--- config.mk ---
export PLATFORM = sky130hd
export DESIGN_NAME = if_stage
export DESIGN_NICKNAME = d
export VERILOG_FILES = /design/src/rtl/if_stage.sv
export SDC_FILE = /design/constraint.sdc
export NUM_CORES = 1
export LEC_CHECK = 0
export CORE_ASPECT_RATIO = 0.9
export CORE_MARGIN = 3
export CORE_UTILIZATION = 43
export DETAILED_ROUTE_END_ITERATION = 10
export PLACE_DENSITY = 0.84
export SYNTH_ARGS = -nofsm -noshare
export SYNTH_HDL_FRONTEND = slang
export SYNTH_SLANG_ARGS = --single-unit
--- constraint.sdc ---
create_clock -name clk -period 1.9 [get_ports clk]
set_input_delay 0.285 -clock clk [delete_from_list [all_inputs] [get_ports clk]]
set_output_delay 0.285 -clock clk [all_outputs]
set_load 0.005 [all_outputs]
--- src/rtl/if_stage.sv ---
// Instruction fetch stage: PC register, BOOT/RUN/HALTED control FSM and the IF/ID pipeline register.
// Optional feature: define PC_OVERFLOW_TRAP_EN to halt (and flag pc_overflow) instead of wrapping past PC 2047.
module if_stage #(
    parameter logic [10:0] RESET_PC    = 11'd0,
    parameter logic [5:0]  HALT_OPCODE = 6'h3F
) (
    input  logic        clk,
    input  logic        rst_n,
    input  logic        stall,
    input  logic        branch_taken,
    input  logic [10:0] branch_target,
    input  logic [31:0] imem_data,
    output logic [10:0] imem_addr,
    output logic [31:0] if_instr,
    output logic [10:0] if_pc_plus1,
    output logic        if_valid,
    output logic        halted,
    output logic        pc_overflow
);

    localparam logic [1:0] ST_BOOT   = 2'd0;
    localparam logic [1:0] ST_RUN    = 2'd1;
    localparam logic [1:0] ST_HALTED = 2'd2;

    logic [1:0]  state_reg,       state_next;
    logic [10:0] pc_reg,          pc_next;
    logic [31:0] if_instr_reg,    if_instr_next;
    logic [10:0] if_pc_plus1_reg, if_pc_plus1_next;
    logic        if_valid_reg,    if_valid_next;

    logic [10:0] pc_plus1;
    logic        halt_fetch;

    assign pc_plus1   = pc_reg + 11'd1;
    assign halt_fetch = (imem_data[31:26] == HALT_OPCODE);

`ifdef PC_OVERFLOW_TRAP_EN
    logic pc_overflow_reg, pc_overflow_next;
    logic pc_at_top;

    assign pc_at_top = (pc_reg == 11'h7FF);
`endif

    always_comb begin
        state_next       = state_reg;
        pc_next          = pc_reg;
        if_instr_next    = if_instr_reg;
        if_pc_plus1_next = if_pc_plus1_reg;
        if_valid_next    = if_valid_reg;
`ifdef PC_OVERFLOW_TRAP_EN
        pc_overflow_next = pc_overflow_reg;
`endif
        case (state_reg)
            ST_BOOT: begin
                state_next = ST_RUN;
            end
            ST_RUN: begin
                // A redirect wins over a decode stall: the stalled instruction is on the wrong path anyway.
                if (branch_taken) begin
                    pc_next       = branch_target;
                    if_valid_next = 1'b0;
                end else if (!stall) begin
                    if_instr_next    = imem_data;
                    if_pc_plus1_next = pc_plus1;
                    if_valid_next    = 1'b1;
                    pc_next          = pc_plus1;
                    if (halt_fetch) begin
                        state_next = ST_HALTED;
                    end
`ifdef PC_OVERFLOW_TRAP_EN
                    if (pc_at_top) begin
                        pc_next          = pc_reg;
                        pc_overflow_next = 1'b1;
                        state_next       = ST_HALTED;
                    end
`endif
                end
            end
            ST_HALTED: begin
                // The halt may sit in a branch shadow, so a redirect resumes fetching.
                if (branch_taken) begin
                    pc_next       = branch_target;
                    if_valid_next = 1'b0;
                    state_next    = ST_RUN;
                end else if (!stall) begin
                    if_valid_next = 1'b0;
                end
            end
            default: begin
                state_next = ST_BOOT;
            end
        endcase
    end

    always_ff @(posedge clk or negedge rst_n) begin
        if (!rst_n) begin
            state_reg       <= ST_BOOT;
            pc_reg          <= RESET_PC;
            if_instr_reg    <= 32'h0;
            if_pc_plus1_reg <= 11'd0;
            if_valid_reg    <= 1'b0;
        end else begin
            state_reg       <= state_next;
            pc_reg          <= pc_next;
            if_instr_reg    <= if_instr_next;
            if_pc_plus1_reg <= if_pc_plus1_next;
            if_valid_reg    <= if_valid_next;
        end
    end

`ifdef PC_OVERFLOW_TRAP_EN
    always_ff @(posedge clk or negedge rst_n) begin
        if (!rst_n) begin
            pc_overflow_reg <= 1'b0;
        end else begin
            pc_overflow_reg <= pc_overflow_next;
        end
    end

    assign pc_overflow = pc_overflow_reg;
`else
    assign pc_overflow = 1'b0;
`endif

    assign imem_addr   = pc_reg;
    assign if_instr    = if_instr_reg;
    assign if_pc_plus1 = if_pc_plus1_reg;
    assign if_valid    = if_valid_reg;
    assign halted      = (state_reg == ST_HALTED);

endmodule
==> flow_summary.toml, run 1 <==
[cells_and_area]
antenna_cells = 0
largest_reg_flops = 32
num-nets-final = 445
fillerInstances = 424
syn2layout_area_growth_pct = 52.8
drive_above_1_share_pct = 9.95
final_area_sq_um = 3890

[worst_hold_path]
hp-class = "primary input to asynchronous set/reset pin"

[global_routing]
grtUsageMet2_pct = 36.0
grt_pass1_wl_mm = 11.8
antenna_found_initial = 0
grtUsageTotal_pct = 22.1
gr-usage-met3_pct = 8.92
grt_pass1_vias = 2521
grt-busiest-layer = "met2"
grt_max_degree = 34
grt_use_met1_pct = 26.7
grt_overflow_total = 0

[floorplanning]
die_w_microns = 87.1
row_count = 25
die_area_sq_um = 6890
core_sq_um = 5470
die_h_microns = 79.0
initial_utilization_pct = 46.5
ioPinCount = 104

[clock_tree]
root_buffer = "clkbuf_8"
clock_sinks = 57
clk_pin_slew_ns = 0.06
postCtsSetupBuffers = 0
cts-buffers-inserted = 9
clock_latency_ns = 0.33
cts_max_level = 3
clock_path_buffers = 2
tritoncts = "built"

[run_status]
status = "finished clean"

[placed_design]
pre_cts_slack_ns = -0.0327
gp_congestion = 0.915
placedInstanceArea_sq_um = 3700
numPortBuffers = 102
dpl.hpwl_mm = 5.20

[synthesis]
synth_most_common_cell = "nand2_1"
avgSynthCellArea_sq_um = 8.97
synthArstFlopShare_pct = 100
syn_inst = 284
yosys_most_used_dff = "dfrtp_1"
synth_top_area_share_pct = 56.0
synthDistinctLibCells = 40
yosys.area.top_type = "dfrtp_1"
synth_area_leaders = "dfrtp_1 (56%), nand2_1 (17%), xnor2_1 (2.4%)"
synthesis.area_sq_um = 2550
synth-edff-count = 0
synth_commonest_cells = "nand2_1 (118), dfrtp_1 (57), o21ai_1 (12)"
ys_seq_elements = 57
syn-num-nets = 332
synth_warnings = 0
synth-seq-area-share_pct = 56.0

[timing]
hold_ws_ns = 0.443
finalCritPeriodShare_pct = 94.1
grt_setup_unrepaired = "false"
slew_viol_final = 0
finalSetupViolCount = 0
hold_viol = 0
timing.setup.tns_ns = 0
worstMarginPinSlew_ns = 0.560
slew_headroom_pct = 62.7
fin_crit_ns = 1.79
finClkSkew_ns = 0.00382
layout_setup_ws_ns = 0.112
max_freq_mhz = 559

[route]
drtIter0Drc = 106
wl_per_cell_microns = 14.9
vias_per_cell = 5.08
drcViolationCount = 0
num_vias = 2383
antenna_left = 0
drt_first_pass_iters = 5
wl_mm = 6.99

[job]
maxCapViolations = 0

[worst_setup_path]
cp.arrival_ns = 1.50
startpoint = "state_reg[0]$_DFFE_PN0P_"
path_cells = "nor2b_4 > clkdlybuf4s50_1"
crit_slowest_cell = "clkdlybuf4s50_1"
cp-end-kind = "output pin"
crit_path_max_incr_delay_ns = 0.52
path_max_fanout = 7
startpoint_type = "register"
r2r-start = "imem_addr[1]$_DFFE_PN0P_"
path_class = "register to output pin"
critPathRequiredTime_ns = 1.62

[power]
vdd_drop_max_v = 0.000672
leakagePower_nw = 1.77
total_power_mw = 3.34
power.density_nw_per_um2 = 859
## layout make-up
type	count	area [sq um]	share of cell area, %
sequential	57	1430	36.7
timing repair buffer	118	1140	29.3
multi-input combinational	209	1060	27.2
clock buffer	13	159	4.08
tap	67	83.8	2.15
clock inverter	3	15.0	0.386
inverter	2	7.51	0.193
## worst max-delay path: cells and delay by family, from the launching register on
kind | cells | cell delay [ns]
and+or+nand+nor | 1 | 0.19
DFF | 1 | 0.46
buffers and inverters | 1 | 0.52
## per-layer routing
layer,wire length [microns],vias up
li1,-,1170
met1,2790,1104
met2,3400,104
met3,768,5
met4,33,0
met5,0,-
## logic make-up after synthesis
group / after synthesis / share of synthesized area [%]
XOR/XNOR: 7 / 2.41
AO/OA/AOI/OAI: 42 / 10.7
AND/OR/NAND/NOR: 158 / 27.3
other: 1 / 0.147
buffers and inverters: 18 / 3.00
flip-flops: 57 / 56.0
adder cells (fa/ha/maj): 1 / 0.491
## through the flow
stage / utilization, % / instances
4_1_cts: 71.0 / 469
5_1_grt: 71.1 / 469
3_3_place_gp: 67.6 / 452
3_5_place_dp: 67.6 / 452
2_1_floorplan: - / 284
6_report: 71.1 / 469
## cells in the final DEF (no fill, tap or decap), types with 2 or more instances in the layout
cell               n
nor2_1             4
o2bb2ai_1          6
nor4_1             3
dfrtp_1           56
inv_1              2
nand2b_1           3
clkbuf_8          11
a22o_1             2
a21oi_1            5
nor3_1             5
o22ai_1            2
clkinv_2           3
clkbuf_1           2
nand2_1          118
clkdlybuf4s50_1  101
o21ai_0            5
a22oi_1            4
o21ai_1           12
and3_1             3
nand3_1            8
buf_4             15
xnor2_1            7
o211ai_1           2
## final timing paths
path                                              end  slack [ns]  cells after the start
setup / recovery                               halted        0.11                      2
hold / removal             if_pc_plus1[4]$_DFFE_PN0P_        0.44                      2
setup reg to reg            imem_addr[10]$_DFFE_PN0P_        0.17                      5
hold reg to reg              if_instr[22]$_DFFE_PN0P_        0.47                      2
max in group asynchronous  if_pc_plus1[9]$_DFFE_PN0P_        0.78                      3
min in group clk             if_instr[22]$_DFFE_PN0P_        0.47                      2
## timing repair
action | 4_1_cts | 5_1_grt
gates cloned | 0 | 0
hold buffers | 1 | 0
endpoints found under the setup margin | 1 | 1
resized for setup | 1 | 2
hold endpoints to repair | 19 | 0
## report_power, final
group,internal [mW],switching (mW),leakage (nW)
Sequential,1.39,0.127,0.702
Clock,0.538,0.456,0.0932
Combinational,0.513,0.321,0.970
Note: power is estimated with default switching activity, not from simulation.
==> run 2, diff against run 1 <==
--- a/config.mk
+++ b/config.mk
@@ -7,9 +7,10 @@
 export LEC_CHECK = 0
 export CORE_ASPECT_RATIO = 0.9
 export CORE_MARGIN = 3
-export CORE_UTILIZATION = 43
+export CORE_UTILIZATION = 44
+export CTS_BUF_LIST = sky130_fd_sc_hd__clkbuf_8
 export DETAILED_ROUTE_END_ITERATION = 10
-export PLACE_DENSITY = 0.84
+export PLACE_DENSITY = 0.86
 export SYNTH_ARGS = -nofsm -noshare
 export SYNTH_HDL_FRONTEND = slang
 export SYNTH_SLANG_ARGS = --single-unit
==> run 2 against run 1 <==
Via count rose by 0.34%. Sequential share of layout area shrank 0.21 points. Die area shrank 2.1%. Fmax shrank 1.2%. First-iteration DRC count grew 25%. Combinational power grew 0.6%. Count of clock-buffer cells in the layout is 2 lower. Register-to-register slack barely moved. Critical endpoint unchanged. Largest power group unchanged. Highest routed layer unchanged.
==> flow_summary.toml, run 2 (synthesis results as in run 1) <==
[placed_design]
dpl.hpwl_mm = 4.91
numPortBuffers = 102
pre_cts_slack_ns = -0.0769
placedInstanceArea_sq_um = 3720
gp_congestion = 0.936

[clock_tree]
clk_pin_slew_ns = 0.06
clock_latency_ns = 0.33
cts_max_level = 3
root_buffer = "clkbuf_8"
cts-buffers-inserted = 9
tritoncts = "built"
clock_path_buffers = 2
clock_sinks = 57

[timing]
hold_viol = 0
finClkSkew_ns = 0.00529
slew_viol_final = 0
hold_ws_ns = 0.472
slew_headroom_pct = 61.9
fin_crit_ns = 1.81
worstMarginPinSlew_ns = 0.571
finalCritPeriodShare_pct = 95.3
max_freq_mhz = 553
finalSetupViolCount = 0
grt_setup_unrepaired = "false"
layout_setup_ws_ns = 0.0901

[job]
maxCapViolations = 0

[worst_setup_path]
path_max_fanout = 7
cp-end-kind = "output pin"
cp.arrival_ns = 1.52
critPathRequiredTime_ns = 1.62
startpoint_type = "register"
path_class = "register to output pin"

[route]
routed-wl-met2_mm = 3.34
vias_per_cell = 5.09
wl_met1_mm = 2.82
num_vias = 2391
wl_per_cell_microns = 14.5
drcViolationCount = 0
drtIter0Drc = 132
drt_first_pass_iters = 4
wl_mm = 6.80
highest_layer = "met4"
antenna_left = 0
route.met3.wl_microns = 579

[global_routing]
grtUsageTotal_pct = 21.6
grt_pass1_vias = 2432
grt_pass1_wl_mm = 11.6
grt_overflow_total = 0
antenna_found_initial = 0
grt_max_degree = 58

[cells_and_area]
final_common_cell = "nand2_1"
largest_reg_flops = 32
final_cell_mix = "nand2_1 (118), clkdlybuf4s50_1 (101), dfrtp_1 (57)"
num-nets-final = 446
final_util_pct = 72.3
final_area_sq_um = 3910
syn2layout_area_growth_pct = 53.5
fillerInstances = 412
drive_above_1_share_pct = 9.93
antenna_cells = 0

[power]
vdd_drop_max_v = 0.000666
power.density_nw_per_um2 = 851
leakagePower_nw = 1.78

[floorplanning]
row_count = 25
die_w_microns = 86.2
die_h_microns = 78.2
ioPinCount = 104
initial_utilization_pct = 47.1
die_area_sq_um = 6740
core_sq_um = 5410

[worst_hold_path]
hp-class = "register to register"

[run_status]
status = "finished clean"
==> run 2: changes by cell type in the layout (fill, tap and decap cells not counted), sizes merged <==
cell,before,now
buf,16,17
inv,2,4
clkbuf,13,11
==> run 2: path summary, 6_finish.rpt <==
kind                                          start                         to  slack, ns  cells past startpoint
min                        if_instr[15]$_DFFE_PN0P_   if_instr[15]$_DFFE_PN0P_       0.47                      2
max in group asynchronous                     rst_n   imem_addr[6]$_DFFE_PN0P_       1.16                      3
max                        state_reg[0]$_DFFE_PN0P_                     halted       0.09                      2
max reg2reg                imem_addr[1]$_DFFE_PN0P_  imem_addr[10]$_DFFE_PN0P_       0.16                      5
min in group asynchronous                     rst_n   if_instr[12]$_DFFE_PN0P_       0.48                      3
min reg2reg                if_instr[15]$_DFFE_PN0P_   if_instr[15]$_DFFE_PN0P_       0.47                      2
==> run 2: critical path, cell delays in order (launching register included) <==
cell and delay [ns]:
dfrtp_1 0.46, nor2b_4 0.21, clkdlybuf4s50_1 0.53
==> run 2: report_power, final <==
group | internal, mW | leakage [nW] | switching [mW]
clock | 0.527 | 0.101 | 0.447
sequential | 1.39 | 0.703 | 0.129
combinational | 0.517 | 0.980 | 0.322
==> run 2: layout make-up <==
cell class / count / area (sq um) / area share (%)
clock inverters: 5 / 22.5 / 0.576
flip-flops and latches: 57 / 1430 / 36.5
inverters: 2 / 7.51 / 0.192
clock buffers: 11 / 151 / 3.87
well taps: 67 / 83.8 / 2.14
multi-input cells: 209 / 1060 / 27.1
repair buffers: 119 / 1160 / 29.6
==> run 2: per-layer routing <==
| layer | vias up | global-route usage [%] |
|---|---|---|
| met2 | 83 | 35.1 |
| met5 | - | 0 |
| met4 | 0 | 5.30 |
| met1 | 1129 | 26.6 |
| li1 | 1171 | - |
| met3 | 8 | 9.02 |
==> run 2: repair_timing <==
item | 4_1_cts | 5_1_grt
setup endpoints to repair | 1 | 1
endpoints found under the hold margin | 57 | 0
hold buffers | 1 | 0
gates resized for setup | 1 | 1
buffers inserted | 0 | 0
gates cloned | 0 | 0
==> run 2: through the flow <==
| step | instances | setup TNS, ns | total power, mW |
|---|---|---|---|
| final | 470 | 0 | 3.33 |
| after floorplan | 284 | 0 | 1.80 |
| after CTS | 470 | 0 | 3.36 |
| after global placement | 453 | 0 | 2.35 |
| after detailed placement | 453 | -0.140 | 2.37 |
| after global routing | 470 | 0 | 3.54 |
